==> src/rtl/seg_scan_ctrl.sv <==
// -----------------------------------------------------------------------------
// seg_scan_ctrl
//
// Time-multiplexed scan controller for a bank of common-anode 7-segment
// digits. The digits are visited in turn from 0 to NUM_DIGITS-1. Each visit has
// an all-dark BLANK phase that suppresses ghosting, followed by a SHOW phase
// that drives one digit. New frame data arrives over a valid/ready handshake.
// While scanning, that data is held in a staging register and is only moved to
// the display register at a frame boundary, so a frame never shows a mix of
// old and new digits.
//
// Parameters:
//   NUM_DIGITS - number of multiplexed digits (1..8)
//   DWELL      - clock cycles each digit is driven (>= 1)
//   BLANK      - dark cycles before each digit (0 removes the blank phase)
//
// Ports:
//   clock      - sole clock, rising edge
//   reset_n    - asynchronous active-low reset
//   enable     - 1 = scan running, 0 = display dark
//   wr_valid   - new frame data offered
//   wr_ready   - block can accept wr_data
//   wr_data    - hex nibbles, bits [4i+3:4i] belong to digit i
//   seg_n      - segments a..g on bits 0..6, active-low
//   dig_n      - digit enables, active-low, at most one low
//   frame_done - one-cycle pulse in the last SHOW cycle of each frame
//
// Optional feature:
//   SEG_SCAN_LZB_EN - leading-zero blanking. When this is defined, digit i>0
//                     stays dark during its SHOW phase if nibbles
//                     i..NUM_DIGITS-1 are all zero.
// -----------------------------------------------------------------------------
module seg_scan_ctrl #(
    parameter int NUM_DIGITS = 4,
    parameter int DWELL      = 250,
    parameter int BLANK      = 4
) (
    input  logic                      clock,
    input  logic                      reset_n,
    input  logic                      enable,
    input  logic                      wr_valid,
    output logic                      wr_ready,
    input  logic [4*NUM_DIGITS-1:0]   wr_data,
    output logic [6:0]                seg_n,
    output logic [NUM_DIGITS-1:0]     dig_n,
    output logic                      frame_done
);

    // One counter serves both phases, so it must reach the larger of the two
    // phase lengths minus one.
    localparam int CNT_MAX = (DWELL > BLANK) ? DWELL : BLANK;
    localparam int CNT_W   = (CNT_MAX > 1) ? $clog2(CNT_MAX) : 1;
    localparam int IDX_W   = (NUM_DIGITS > 1) ? $clog2(NUM_DIGITS) : 1;

    localparam logic [CNT_W-1:0] DWELL_LAST = CNT_W'(DWELL - 1);
    localparam logic [CNT_W-1:0] BLANK_LAST = CNT_W'((BLANK > 0) ? BLANK - 1 : 0);
    localparam logic [IDX_W-1:0] IDX_LAST   = IDX_W'(NUM_DIGITS - 1);

    typedef enum logic [1:0] {
        ST_IDLE,
        ST_BLANK,
        ST_SHOW
    } state_t;

    state_t                    state_q, state_d;
    logic [IDX_W-1:0]          idx_q, idx_d;
    logic [CNT_W-1:0]          cnt_q, cnt_d;
    logic [4*NUM_DIGITS-1:0]   display_q, display_d;
    logic [4*NUM_DIGITS-1:0]   staging_q, staging_d;
    logic                      pending_q, pending_d;
    logic [6:0]                seg_q, seg_d;
    logic [NUM_DIGITS-1:0]     dig_q, dig_d;
    logic                      ready_q, ready_d;
    logic                      done_q, done_d;

    logic [3:0]                nibble;
    logic                      showOn;
`ifdef SEG_SCAN_LZB_EN
    logic                      upperZero;
`endif

    function automatic logic [6:0] hexToSeg(input logic [3:0] value);
        logic [6:0] seg;
        case (value)
            4'h0: seg = 7'h40;
            4'h1: seg = 7'h79;
            4'h2: seg = 7'h24;
            4'h3: seg = 7'h30;
            4'h4: seg = 7'h19;
            4'h5: seg = 7'h12;
            4'h6: seg = 7'h02;
            4'h7: seg = 7'h78;
            4'h8: seg = 7'h00;
            4'h9: seg = 7'h10;
            4'hA: seg = 7'h08;
            4'hB: seg = 7'h03;
            4'hC: seg = 7'h46;
            4'hD: seg = 7'h21;
            4'hE: seg = 7'h06;
            default: seg = 7'h0E;
        endcase
        return seg;
    endfunction

    // Scan sequencer. Dropping enable returns to IDLE from any state, so
    // re-enabling always restarts the scan cleanly at digit 0.
    always_comb begin
        state_d = state_q;
        idx_d   = idx_q;
        cnt_d   = cnt_q;
        if (!enable) begin
            state_d = ST_IDLE;
            idx_d   = '0;
            cnt_d   = '0;
        end else begin
            case (state_q)
                ST_IDLE: begin
                    idx_d   = '0;
                    cnt_d   = '0;
                    state_d = (BLANK > 0) ? ST_BLANK : ST_SHOW;
                end
                ST_BLANK: begin
                    if (cnt_q == BLANK_LAST) begin
                        cnt_d   = '0;
                        state_d = ST_SHOW;
                    end else begin
                        cnt_d = cnt_q + 1'b1;
                    end
                end
                ST_SHOW: begin
                    if (cnt_q == DWELL_LAST) begin
                        cnt_d   = '0;
                        idx_d   = (idx_q == IDX_LAST) ? '0 : idx_q + 1'b1;
                        state_d = (BLANK > 0) ? ST_BLANK : ST_SHOW;
                    end else begin
                        cnt_d = cnt_q + 1'b1;
                    end
                end
                default: state_d = ST_IDLE;
            endcase
        end
    end

    // Frame data path. While the scan runs, new data waits in staging and
    // moves across only in a frame_done cycle whose pending flag was already
    // set. A write that lands in that cycle therefore waits a whole frame.
    // While dark there is nothing to tear, so data goes straight to the
    // display register. Any leftover pending word is flushed there as well.
    always_comb begin
        staging_d = staging_q;
        pending_d = pending_q;
        display_d = display_q;
        if (!enable) begin
            if (pending_q) begin
                display_d = staging_q;
                pending_d = 1'b0;
            end else if (wr_valid && ready_q) begin
                display_d = wr_data;
            end
        end else begin
            if (done_q && pending_q) begin
                display_d = staging_q;
                pending_d = 1'b0;
            end else if (wr_valid && ready_q) begin
                staging_d = wr_data;
                pending_d = 1'b1;
            end
        end
    end

    // Output registers are loaded from next-state values. The pins therefore
    // track the current state without any combinational path from the inputs.
    always_comb begin
        nibble = 4'h0;
        for (int i = 0; i < NUM_DIGITS; i++) begin
            if (idx_d == IDX_W'(i)) begin
                nibble = display_d[4*i +: 4];
            end
        end
        showOn = (state_d == ST_SHOW);
`ifdef SEG_SCAN_LZB_EN
        upperZero = 1'b1;
        for (int i = 0; i < NUM_DIGITS; i++) begin
            if ((IDX_W'(i) >= idx_d) && (display_d[4*i +: 4] != 4'h0)) begin
                upperZero = 1'b0;
            end
        end
        if ((idx_d != '0) && upperZero) begin
            showOn = 1'b0;
        end
`endif
        seg_d = showOn ? hexToSeg(nibble) : 7'h7F;
        for (int i = 0; i < NUM_DIGITS; i++) begin
            dig_d[i] = !(showOn && (idx_d == IDX_W'(i)));
        end
        done_d  = (state_d == ST_SHOW) && (idx_d == IDX_LAST) && (cnt_d == DWELL_LAST);
        ready_d = !pending_d;
    end

    // State and output registers, all cleared asynchronously to the dark display.
    always_ff @(posedge clock or negedge reset_n) begin
        if (!reset_n) begin
            state_q   <= ST_IDLE;
            idx_q     <= '0;
            cnt_q     <= '0;
            display_q <= '0;
            staging_q <= '0;
            pending_q <= 1'b0;
            seg_q     <= 7'h7F;
            dig_q     <= '1;
            ready_q   <= 1'b1;
            done_q    <= 1'b0;
        end else begin
            state_q   <= state_d;
            idx_q     <= idx_d;
            cnt_q     <= cnt_d;
            display_q <= display_d;
            staging_q <= staging_d;
            pending_q <= pending_d;
            seg_q     <= seg_d;
            dig_q     <= dig_d;
            ready_q   <= ready_d;
            done_q    <= done_d;
        end
    end

    assign seg_n      = seg_q;
    assign dig_n      = dig_q;
    assign wr_ready   = ready_q;
    assign frame_done = done_q;

endmodule

==> config.mk <==
export PLATFORM = sky130hd
export DESIGN_NAME = seg_scan_ctrl
export DESIGN_NICKNAME = d
export VERILOG_FILES = /design/src/rtl/seg_scan_ctrl.sv
export SDC_FILE = /design/constraint.sdc
export NUM_CORES = 1
export LEC_CHECK = 0
export CORE_MARGIN = 2
export CORE_UTILIZATION = 29
export CTS_BUF_LIST = sky130_fd_sc_hd__clkbuf_8
export DETAILED_ROUTE_END_ITERATION = 10
export GPL_TIMING_DRIVEN = 0
export PLACE_DENSITY = 0.44
export SLEW_MARGIN = 20
export SYNTH_ARGS = -nofsm -noshare
export SYNTH_HDL_FRONTEND = slang
export SYNTH_SLANG_ARGS = --single-unit
==> constraint.sdc <==
create_clock -name clock -period 6.6 [get_ports clock]
set_input_delay 1.32 -clock clock [delete_from_list [all_inputs] [get_ports clock]]
set_output_delay 1.32 -clock clock [all_outputs]
set_load 0.05 [all_outputs]
Word level (Yosys, flattened, before mapping)
Memories as Yosys holds them, arrays and structs flattened.
Cells that the tools add are included.
{ "totals": {"rom_bits": 112, "reg_bits": 58, "input_bits": 20, "output_inout_bits": 13, "memories": 1, "elab_cells": 63} }
{ "memory_table": {"columns": ["memory", "words", "width", "rd", "rd_clocked_by_memory_dff", "write_ports", "line_no", "source"], "rows": [
  ["(no name shown)", 16, 7, 1, 0, 0, "84", "case (value)"]
]} }
{ "classes": {"addsub": 2, "n_mux": 24, "n_reduce_logical": 15, "bitwise": 1, "eq_ne": 10} }
{ "ops": {"columns": ["operator", "count"], "rows": [
  ["16-bit two-way mux", 4],
  ["8-bit two-way mux", 3],
  ["8-bit case mux with 3 select lines", 1],
  ["8-bit == test, second input constant", 2],
  ["4-bit two-way mux", 4],
  ["2-bit two-way mux", 6],
  ["2-bit == test, second input constant", 5],
  ["8-bit by 1-bit adder with 8-bit output, second input constant", 1],
  ["8-bit by 2-bit == test with 1-bit output, second input constant", 1],
  ["1-bit logical AND", 7],
  ["7-bit two-way mux", 1],
  ["2-bit case mux with 3 select lines", 1],
  ["1-bit logical NOT", 5],
  ["2-bit by 1-bit == test with 1-bit output, second input constant", 2],
  ["2-bit logical NOT", 2],
  ["2-bit case mux with 2 select lines", 1],
  ["1-bit two-way mux", 3],
  ["3-bit AND reduction", 1],
  ["2-bit by 1-bit adder with 2-bit output, second input constant", 1],
  ["1-bit NOT", 1]
]} }

Logic depth before layout (Yosys ltp)
An unclocked memory read counts as a cell.
{ "depth": {"ltp_word": 12, "ltp_mapped": 13} }

Worst setup path before layout
Ideal clock, no wire load.
{ "synth_path": {"kind": "input port to flip-flop", "start": "in enable", "end": "reg seg_q[6], in the netlist seg_n[6]", "path_buffers": 2, "path_stages": 11, "t_required_ps": 6518, "arrival_ps": 3519, "slack_ps": 2999, "setup_time_ps": 82, "cell_sequence": "buf_2 nor2b_1 clkbuf_1 nand2_1 o211ai_1 mux2i_1 mux2i_1 inv_1 ha_1 mux2_4 a211o_1"} }
{ "synth_between": {"word_cells_on_any_way": 14, "cone_classes": "eq/ne: 4; mux: 8; reduce/logical: 1; memory: 1"} }
{ "synth_rtl": {"columns": ["element", "line_no", "source"], "rows": [
  ["start: declaration", "40", "input logic enable,"],
  ["16-bit two-way mux", "153", "if (!enable) begin"],
  ["via display_d[5]", "68", "logic [4*NUM_DIGITS-1:0] display_q, display_d;"],
  ["4-bit two-way mux (3 in series)", "176", "if (idx_d == IDX_W'(i)) begin"],
  ["memory 16 x 7 bit", null, null],
  ["7-bit two-way mux", "192", "seg_d = showOn ? hexToSeg(nibble) : 7'h7F;"],
  ["via seg_d[6]", "71", "logic [6:0] seg_q, seg_d;"],
  ["end signal: assignment", "220", "seg_q <= seg_d;"],
  ["end: declaration", "71", null]
]} }
The timed path passes the listed nets, and every way through them passes these cells.
A chain may end at the register's enable or synchronous reset.

Worst setup path after layout
{ "layout_path": {"start": "in enable", "end": "reg seg_q[6], in the netlist seg_n[6]"} }
{ "layout_between": {"word_cells_on_any_way": 14, "cone_classes": "eq/ne: 4; mux: 8; reduce/logical: 1; memory: 1"} }
{ "layout_rtl": {"columns": ["element", "line_no"], "rows": [
  ["16-bit two-way mux", "153"],
  ["via display_d[0]", "68"],
  ["4-bit two-way mux (4 in series)", "176"],
  ["memory 16 x 7 bit", null],
  ["7-bit two-way mux", "192"],
  ["via seg_d[6]", "71"]
]} }
The timed path passes the listed nets, and every way through them passes these cells.

==> impl_metrics.env <==
export IMPL_antennaDiodeCount=0
export IMPL_power_density_nw_per_um2=262
export IMPL_grtUsageTotal=0.141
export IMPL_coreArea_um2=10700
export IMPL_grt_max_degree=33
export IMPL_die_w_um=109
export IMPL_cts_root_buf="clkbuf_8"
export IMPL_post_route_period_util=0.672
export IMPL_period_needed_ps=4430
export IMPL_r2r_start="cnt_q[1]"
export IMPL_cts_resized=0
export IMPL_area_delta_synth_final_pct=23.7
export IMPL_fin_tns_setup_ps=0
export IMPL_slowest_delay_ps=470
export IMPL_synth_edf_count=0
export IMPL_dr_pass1_iters=4
export IMPL_arrival_ps=4700
export IMPL_hold_class="flip-flop to flip-flop"
export IMPL_min_delay_start="staging_q[10]"
export IMPL_antenna_found_initial=0
export IMPL_wl_per_cell_um=15.8
export IMPL_reg2reg_to="seg_n[6]"
export IMPL_postRouteWirelength_um=7640
export IMPL_synth_compound_area_frac=0.146
export IMPL_cts_sinks=58
export IMPL_clk_latency_ps=350
export IMPL_drc=0
export IMPL_drive_above_1_share=0.203
export IMPL_dominantRegCellSynth="dfrtp_1"
export IMPL_worstSetupStartpoint="enable"
export IMPL_crit_chain="clkdlybuf4s50_1, buf_2, nor2b_1, clkbuf_1, nand2_1, o211ai_1, mux2i_1, mux2i_1, inv_1, ha_1, mux2_4, a211o_1"
export IMPL_yosys_warnings=0
export IMPL_hold_viol=0
export IMPL_max_freq_ghz=0.226
export IMPL_synth_area_per_cell_um2=10.8
export IMPL_fin_skew_ps=10.8
export IMPL_cp_max_fo=10
export IMPL_vdd_drop_max_mv=0.0786
export IMPL_via_per_inst=4.95
export IMPL_path_depth=12
export IMPL_synthMuxAreaShare=0.140
export IMPL_post_synth_num_cell_types=55
export IMPL_synth_nets=324
export IMPL_grt_ovfl_total=0
export IMPL_p_total_w=0.00103
export IMPL_setup_slack_ps=2170
export IMPL_maxCapViolations=0
export IMPL_dp_cells=468
export IMPL_rsz0062_at_grt="false"
export IMPL_ys_seq_elements=58
export IMPL_setup_violations_final=0
export IMPL_crit_slowest_cell="clkdlybuf4s50_1"
export IMPL_crit_top_cell="mux2i_1"
export IMPL_required_ps=6870
export IMPL_io_buffer_count=32
export IMPL_cts_buffers=9
export IMPL_vias=2395
export IMPL_htreeDepth=3
export IMPL_synth_xor_area_frac=0.0221
export IMPL_ctsLongestPathBuffers=2
export IMPL_cts_tree="yes"
export IMPL_yosys_area_share_simple=0.156
export IMPL_synth_async_sr_flop_share=1.00
export IMPL_fin_cells=484
export IMPL_nNetsFinal=368
export IMPL_worst_pin_slew_ps=729
export IMPL_crit_path_end_kind="flip-flop"
export IMPL_critical_path_top_delay_family="buffers and inverters"
export IMPL_clk_pin_slew_ps=70
export IMPL_seq_area_frac_synth=0.462
export IMPL_critical_path_class="primary input to flip-flop"
export IMPL_detail_route_antenna_nets=0
export IMPL_status="complete, no violations"
export IMPL_path_buf_inv=4
export IMPL_grt_pass1_vias=2403
export IMPL_startpoint_type="primary input"
export IMPL_hpwl_um=5300
export IMPL_crit_path_end="seg_n[6]"
export IMPL_syn_area_um2=3170
export IMPL_place_gp_congestion=0.797
export IMPL_r2r_slack_ps=3260
export IMPL_cts_setup_buffers=0
export IMPL_syn_inst=295
export IMPL_start_util=0.295
export IMPL_synthAdderAreaFrac=0.0355
export IMPL_drt_initial_drc_count=97
export IMPL_design_die_area_um2=11800
export IMPL_grt_pass1_wl_um=12600
export IMPL_r2r_cells=11
export IMPL_pin_count=33
export IMPL_synth_top_family_by_area="simple AND/OR/NAND/NOR gates"
export IMPL_die_height_um=109
export IMPL_p_leak_nw=1.69
export IMPL_slew_violations=0
export IMPL_fp_row_count=38
export IMPL_hold_buffers=0
export IMPL_dp_slack_ps=1780
export IMPL_relSlewSlack=0.514
[report_power, final]
group | internal (W) | total [W] | switching, W
sequential | 0.000400 | 0.000423 | 0.0000224
combinational | 0.0000888 | 0.000198 | 0.000109
clock | 0.000251 | 0.000408 | 0.000157
total | 0.000740 | 0.00103 | 0.000289
[cells in the final DEF, fill, tap and decap left out, types with 4 or more instances in the layout]
master	Yosys	layout
a21oi_1	8	8
a31oi_1	5	5
buf_2	5	5
clkbuf_1	6	6
clkbuf_8	0	9
clkdlybuf4s50_1	0	31
dfrtp_1	46	46
dfstp_2	12	12
ha_1	9	9
inv_1	8	8
mux2_2	16	16
mux2i_1	25	25
nand2_1	33	33
nand3_1	15	15
nand3b_1	4	4
nand4_1	4	4
nor2_1	11	11
nor3_1	8	8
o211ai_1	16	16
o21ai_0	7	7
xor2_1	5	5
[sequential cells by signal, indices dropped and copies added, names as in the netlist]
register / count
staging_q: 16
dig_n: 4
frame_done: 1
display_q: 16
state_q: 2
wr_ready: 1
seg_n: 7
pending_q: 1
cnt_q: 8
idx_q: 2
[logic make-up (layout without fill, tap and decap cells)]
kind of cell,count (synthesis),after routing
and+or+nand+nor,95,95
DFF,58,58
AOI/OAI and AO/OA,57,57
muxes,42,42
buffers and inverters,26,75
adders and majority gates,9,9
xor gates and xnor gates,8,8
[final cells by class]
cell class,count,area [µm²]
Buffer,16,81.3
Clock buffer,9,124
Clock inverter,7,116
Fill cell,1113,6820
Inverter,10,40.0
Multi-Input combinational cell,211,1580
Sequential cell,58,1470
Tap cell,140,175
Timing Repair Buffer,33,338
[metal layers]
metal,share of wire,vias to the layer above,GRT usage,wire length (µm)
li1,-,1162,-,-
met1,0.50,1170,0.193,3790
met2,0.44,51,0.212,3370
met3,0.042,12,0.0301,317
met4,0.020,0,0.0641,151
met5,0,-,0,0
[worst min-delay path by stage]
stage / slack, ps / cells after the start / end
CTS: 510 / 1 / staging_q[6]
detailed placement: 490 / 1 / staging_q[6]
global placement: 490 / 1 / staging_q[6]
global route: 530 / 1 / staging_q[8]
floorplan: 480 / 1 / staging_q[0]
finish: 510 / 1 / staging_q[10]
[synthesized netlist by cell type, types with 2 or more instances]
cell      count  share of area
a21oi_1       8          0.013
a31oi_1       5         0.0099
and2_1        3         0.0059
and3_1        2         0.0039
and3b_1       3         0.0083
buf_1         2         0.0024
buf_2         5         0.0079
buf_4         2         0.0047
clkbuf_1      6         0.0071
dfrtp_1      46           0.36
dfstp_2      12          0.099
ha_1          9          0.036
inv_1         8         0.0095
mux2_2       16          0.057
mux2i_1      25          0.079
nand2_1      33          0.039
nand3_1      15          0.024
nand3b_1      4         0.0095
nand4_1       4         0.0079
nor2_1       11          0.013
nor2b_1       3         0.0059
nor3_1        8          0.013
o211ai_1     16          0.038
o21a_1        2         0.0047
o21ai_0       7          0.011
o221a_2       2         0.0071
o221ai_1      3         0.0083
o221ai_4      2          0.017
xnor2_1       3         0.0083
xor2_1        5          0.014
[per-stage QoR]
step                      instance area [µm²]   util  hold slack, ps
after floorplan                          3170      -             480
after global placement                   3670  0.341             489
after detailed placement                 3680  0.343             495
after CTS                                3930  0.365             514
after global routing                     3930  0.365             532
final                                    3930  0.365             511
Note: power is estimated with default switching activity, not from simulation.
